**src/rtl/i2s_tx.sv**
```systemverilog
// ---------------------------------------------------------------------------
// i2s_tx
// Mono I2S transmitter. Generates its own bit clock from the system clock and
// serializes one signed sample per 64-bit frame, duplicated into the left and
// right slots with standard I2S timing (MSB one sclk after the lrclk edge).
// Samples arrive on a one-cycle strobe into a single-entry holding register;
// the frame register is refreshed from it at each frame boundary.
//
// Parameters
//   DATA_WIDTH : sample width in bits (8..31)
//   CLK_DIV    : clk cycles per sclk half-period (>= 1)
//
// Ports
//   clk     in   system clock, all logic on the rising edge
//   rst_n   in   synchronous active-low reset
//   data_i  in   signed mono sample
//   vld_i   in   one-cycle strobe qualifying data_i
//   sclk    out  I2S bit clock
//   lrclk   out  I2S word select (0 = left, 1 = right)
//   sdata   out  I2S serial data, MSB first
//   urun_o  out  pulse: a frame started with no new sample pending
//   ovf_o   out  pulse: a pending sample was overwritten
// ---------------------------------------------------------------------------
module i2s_tx #(
  parameter int DATA_WIDTH = 24,
  parameter int CLK_DIV    = 4
) (
  input  logic                  clk,
  input  logic                  rst_n,
  input  logic [DATA_WIDTH-1:0] data_i,
  input  logic                  vld_i,
  output logic                  sclk,
  output logic                  lrclk,
  output logic                  sdata,
  output logic                  urun_o,
  output logic                  ovf_o
);

  localparam int TW = (CLK_DIV > 1) ? $clog2(CLK_DIV) : 1;
  localparam logic [TW-1:0] TICK_LAST = TW'(CLK_DIV - 1);
  localparam logic [TW-1:0] TICK_ONE  = TW'(1);
  localparam logic [5:0]    BIT_LAST  = 6'd63;

  logic [TW-1:0]         tickCnt_q, tickCnt_d;
  logic                  sclk_q,    sclk_d;
  logic [5:0]            bitCnt_q,  bitCnt_d;
  logic                  lrclk_q,   lrclk_d;
  logic                  sdata_q,   sdata_d;
  logic [DATA_WIDTH-1:0] shift_q,   shift_d;
  logic [DATA_WIDTH-1:0] hold_q,    hold_d;
  logic                  pending_q, pending_d;
  logic [DATA_WIDTH-1:0] frame_q,   frame_d;
  logic                  urun_q,    urun_d;
  logic                  ovf_q,     ovf_d;

  logic tick;
  logic fallTick;
  logic frameLoad;

  // A falling tick is the tick that drives sclk from 1 to 0; the one where the
  // bit counter wraps 63->0 is the frame boundary.
  always_comb begin
    tick      = (tickCnt_q == TICK_LAST);
    fallTick  = tick && sclk_q;
    frameLoad = fallTick && (bitCnt_q == BIT_LAST);
  end

  always_comb begin
    tickCnt_d = tick ? '0 : (tickCnt_q + TICK_ONE);
    sclk_d    = tick ? ~sclk_q : sclk_q;
    bitCnt_d  = bitCnt_q;
    lrclk_d   = lrclk_q;
    sdata_d   = sdata_q;
    shift_d   = shift_q;
    hold_d    = hold_q;
    pending_d = pending_q;
    frame_d   = frame_q;
    urun_d    = 1'b0;
    ovf_d     = 1'b0;

    // Outputs are registered against the new bit position so they always
    // describe the current bitCnt_q and only move on falling ticks. Slot bit 1
    // takes the MSB and primes the shifter; later bits shift out, and once the
    // sample is exhausted the shifter holds zeros for the slot tail.
    if (fallTick) begin
      bitCnt_d = bitCnt_q + 6'd1;
      lrclk_d  = bitCnt_d[5];
      if (bitCnt_d[4:0] == 5'd0) begin
        sdata_d = 1'b0;
      end else if (bitCnt_d[4:0] == 5'd1) begin
        sdata_d = frame_q[DATA_WIDTH-1];
        shift_d = frame_q << 1;
      end else begin
        sdata_d = shift_q[DATA_WIDTH-1];
        shift_d = shift_q << 1;
      end
    end

    // A strobe landing on the boundary itself bypasses the holding register,
    // which also retires any older pending sample without flagging overflow.
    if (frameLoad) begin
      pending_d = 1'b0;
      if (vld_i) begin
        frame_d = data_i;
      end else if (pending_q) begin
        frame_d = hold_q;
      end else begin
        urun_d = 1'b1;
      end
    end else if (vld_i) begin
      hold_d    = data_i;
      pending_d = 1'b1;
      ovf_d     = pending_q;
    end
  end

  always_ff @(posedge clk) begin
    if (!rst_n) begin
      tickCnt_q <= '0;
      sclk_q    <= 1'b0;
      bitCnt_q  <= '0;
      lrclk_q   <= 1'b0;
      sdata_q   <= 1'b0;
      shift_q   <= '0;
      hold_q    <= '0;
      pending_q <= 1'b0;
      frame_q   <= '0;
      urun_q    <= 1'b0;
      ovf_q     <= 1'b0;
    end else begin
      tickCnt_q <= tickCnt_d;
      sclk_q    <= sclk_d;
      bitCnt_q  <= bitCnt_d;
      lrclk_q   <= lrclk_d;
      sdata_q   <= sdata_d;
      shift_q   <= shift_d;
      hold_q    <= hold_d;
      pending_q <= pending_d;
      frame_q   <= frame_d;
      urun_q    <= urun_d;
      ovf_q     <= ovf_d;
    end
  end

  assign sclk   = sclk_q;
  assign lrclk  = lrclk_q;
  assign sdata  = sdata_q;
  assign urun_o = urun_q;
  assign ovf_o  = ovf_q;

endmodule

```
**config.mk**
```make
export PLATFORM = sky130hd
export DESIGN_NAME = i2s_tx
export DESIGN_NICKNAME = d
export VERILOG_FILES = /design/src/rtl/i2s_tx.sv
export SDC_FILE = /design/constraint.sdc
export NUM_CORES = 1
export LEC_CHECK = 0
export CAP_MARGIN = 30
export CELL_PAD_IN_SITES_DETAIL_PLACEMENT = 1
export CELL_PAD_IN_SITES_GLOBAL_PLACEMENT = 1
export CORE_MARGIN = 5
export CORE_UTILIZATION = 45
export DETAILED_ROUTE_END_ITERATION = 6
export PLACE_DENSITY = 0.76
export SLEW_MARGIN = 10
export SYNTH_ARGS = -nofsm -noshare
export SYNTH_HDL_FRONTEND = slang
export SYNTH_SLANG_ARGS = --single-unit
```
**constraint.sdc**
```tcl
create_clock -name clk -period 2.1 [get_ports clk]
set_input_delay 0.63 -clock clk [delete_from_list [all_inputs] [get_ports clk]]
set_output_delay 0.63 -clock clk [all_outputs]
set_load 0.01 [all_outputs]
```
==> results.toml <==
[layout]
antenna_cells = 0
nets = 411
fill_cells = 860
fin_util_pct = 54.4
area_growth_pct = 16.5
drive_gt1_share_pct = 9.38

[sta]
maxSlewHeadroom_pct = 74.4
clock.fmax_mhz = 523
drv_slew = 0
fin_worst_skew_ns = 0.00713
period_minus_slack_ns = 1.91
setup_viol = 0
hold_violations = 0
final.setup.tns_ns = 0
tightestPinTransition_ns = 0.381
grt_setup_unrepaired = "no"
fin_crit_sh_pct = 91.0

[setup_path]
reg2reg_slack_ns = 0.19
crit_buf_inv = 1
max_stage_delay_ns = 0.56
path_cells = "clkdlybuf4s50_1"
crit_slowest_cell = "clkdlybuf4s50_1"
critPathLaunchType = "flip-flop"
cp_data_required_time_ns = 1.47
cp_max_fo = 4
path_class = "reg -> out"
arrival_ns = 1.28
crit_path_end_kind = "output port"
path_delay_family = "buffers and inverters"

[synth]
yosys_most_used_dff = "dfxtp_1"
yosysTopAreaCell = "dfxtp_1"
yosys_warnings = 0
syn_inst = 355
ys_types = 33
syn_nets = 386
synth_most_common_cell = "dfxtp_1"
synth_seq_cells = 84
syn_area_um2 = 3650
async_flop_share_pct = 0
synth_edf_count = 0
synth_top_area_share_pct = 46.1
synth_area_leaders = "dfxtp_1, mux2i_1, o211a_1, nor2b_1, nand2_1"
syn_area_per_cell_um2 = 10.3
synthTopCellsByCount = "dfxtp_1, mux2i_1, nand2_1"
ys_seq_area_share_pct = 46.1

[clock_network]
root_buffer = "clkbuf_8"
numCtsBuffers = 9
h-tree-depth = 3
tritoncts = "yes"
insertion_delay_ns = 0.35
clkSinkCount = 84
clk_path_buf_depth = 2
clk_pin_slew_ns = 0.08

[placed_design]
portBuffers = 31
dp.final_hpwl_um = 5100
place_congestion = 0.705

[flow_run]
drv_cap = 0

[die]
core-area_um2 = 7810
die_h_um = 100
die_w_um = 100
io_pins = 32
rows = 32
design.die.area_um2 = 10000
start_util_pct = 46.7

[status]
status = "finished, final reports clean"

[detailed_routing]
via_per_inst = 5.30
drt-pass1-iter-count = 4
postRouteAntennaNets = 0
vias = 2577
drt-wirelength-per-cell_um = 15.9
drc = 0
drt_iter0_markers = 107
wl_um = 7730

[global_route]
grt_max_degree = 87
grt_pass1_vias = 2623
antenna_found_initial = 0
grt_use_total_pct = 16.5
grt_first_pass_wirelength_um = 13200
overflow = 0

[power]
cellLeakagePower_nw = 2.10
powerDensity_nw_per_um2 = 690
max-vdd-ir-drop_mv = 0.368

[min_path]
hold_path.class = "reg -> reg"
stage by stage:
stage	std cells	instance area [um^2]	setup WS, ns	power (mW)	hold WS (ns)
after floorplan	355	3650	0.299	1.82	0.403
after global placement	471	4070	-0.113	1.92	0.412
after detailed placement	471	4070	-0.152	1.93	0.428
after CTS	486	4250	0.0660	2.97	0.441
after global routing	486	4250	0.0336	3.06	0.469
final	486	4250	0.188	2.93	0.437
kinds of logic (layout without fill, tap and decap cells):
group / count (synthesis) / in the layout / synth area share [%]
adders and majority gates: 4 / 4 / 1.37
AOI/OAI and AO/OA: 76 / 76 / 14.1
xor gates and xnor gates: 6 / 6 / 1.44
DFF: 84 / 84 / 46.1
buffers and inverters: 32 / 61 / 5.52
muxes: 71 / 71 / 19.5
and+or+nand+nor: 82 / 82 / 12.0
final timing paths:
check,from,endpoint,depth (start not counted)
setup / recovery,sclk,sclk,1
hold / removal,tickCnt_q[0],tickCnt_q[0],1
setup reg to reg,bitCnt_q[0],hold_q[0],7
hold reg to reg,tickCnt_q[0],tickCnt_q[0],1
layout make-up:
type | instances | area (um^2) | area share, %
multi-input cells | 239 | 1790 | 42.2
flip-flops and latches | 84 | 1680 | 39.6
repair buffers | 44 | 465 | 11.0
clock buffers | 11 | 151 | 3.56
well taps | 102 | 128 | 3.00
clock inverters | 4 | 25.0 | 0.589
inverters | 2 | 7.51 | 0.177
sequential cells by signal (all words and copies together) (netlist names):
signal and cells:
frame_q 24, hold_q 24, pending_q 1, tickCnt_q 2, bitCnt_q 6, shift_q 23
sdata 1, ovf_o 1, urun_o 1, sclk 1
layer usage:
metal / up-vias / track usage (%) / part of all wire, %
met5: - / 0 / 0
met3: 9 / 3.68 / 2.8
met4: 0 / 5.60 / 1.3
met1: 1258 / 23.4 / 52
met2: 24 / 24.8 / 44
li1: 1286 / - / -
timing repair:
action,CTS,global route
hold buffers,0,0
resized for setup,0,2
setup endpoints to repair,0,12
setup buffers,0,0
where the power goes:
part / switching, mW / internal [mW] / leakage (nW)
clock: 0.561 / 0.484 / 0.0872
combinational: 0.109 / 0.129 / 1.33
sequential: 0.0191 / 1.63 / 0.682
total: 0.690 / 2.24 / 2.10
cell usage in the layout, fill, tap and decap left out, types with 3 or more instances in the layout:
cell | synthesis | layout
dfxtp_1 | 84 | 84
mux2i_1 | 71 | 71
nand2_1 | 33 | 33
clkdlybuf4s50_1 | 0 | 30
nor2b_1 | 25 | 25
o211a_1 | 24 | 24
o21ai_0 | 24 | 24
a21oi_1 | 23 | 23
clkbuf_8 | 0 | 11
buf_4 | 2 | 8
and2_1 | 6 | 6
buf_12 | 2 | 5
nand4_1 | 4 | 4
xnor2_1 | 4 | 4
nand3_1 | 3 | 3
ha_1 | 4 | 3
worst register-to-register path, stage by stage, from the launching register on:
cell      delay [ns]
dfxtp_1         0.43
ha_2            0.25
nand2_1         0.15
nor3_2          0.24
nand2b_2        0.21
buf_4           0.21
mux2i_1         0.23
nor2b_1         0.07
Power figures use the tool's default switching activity.
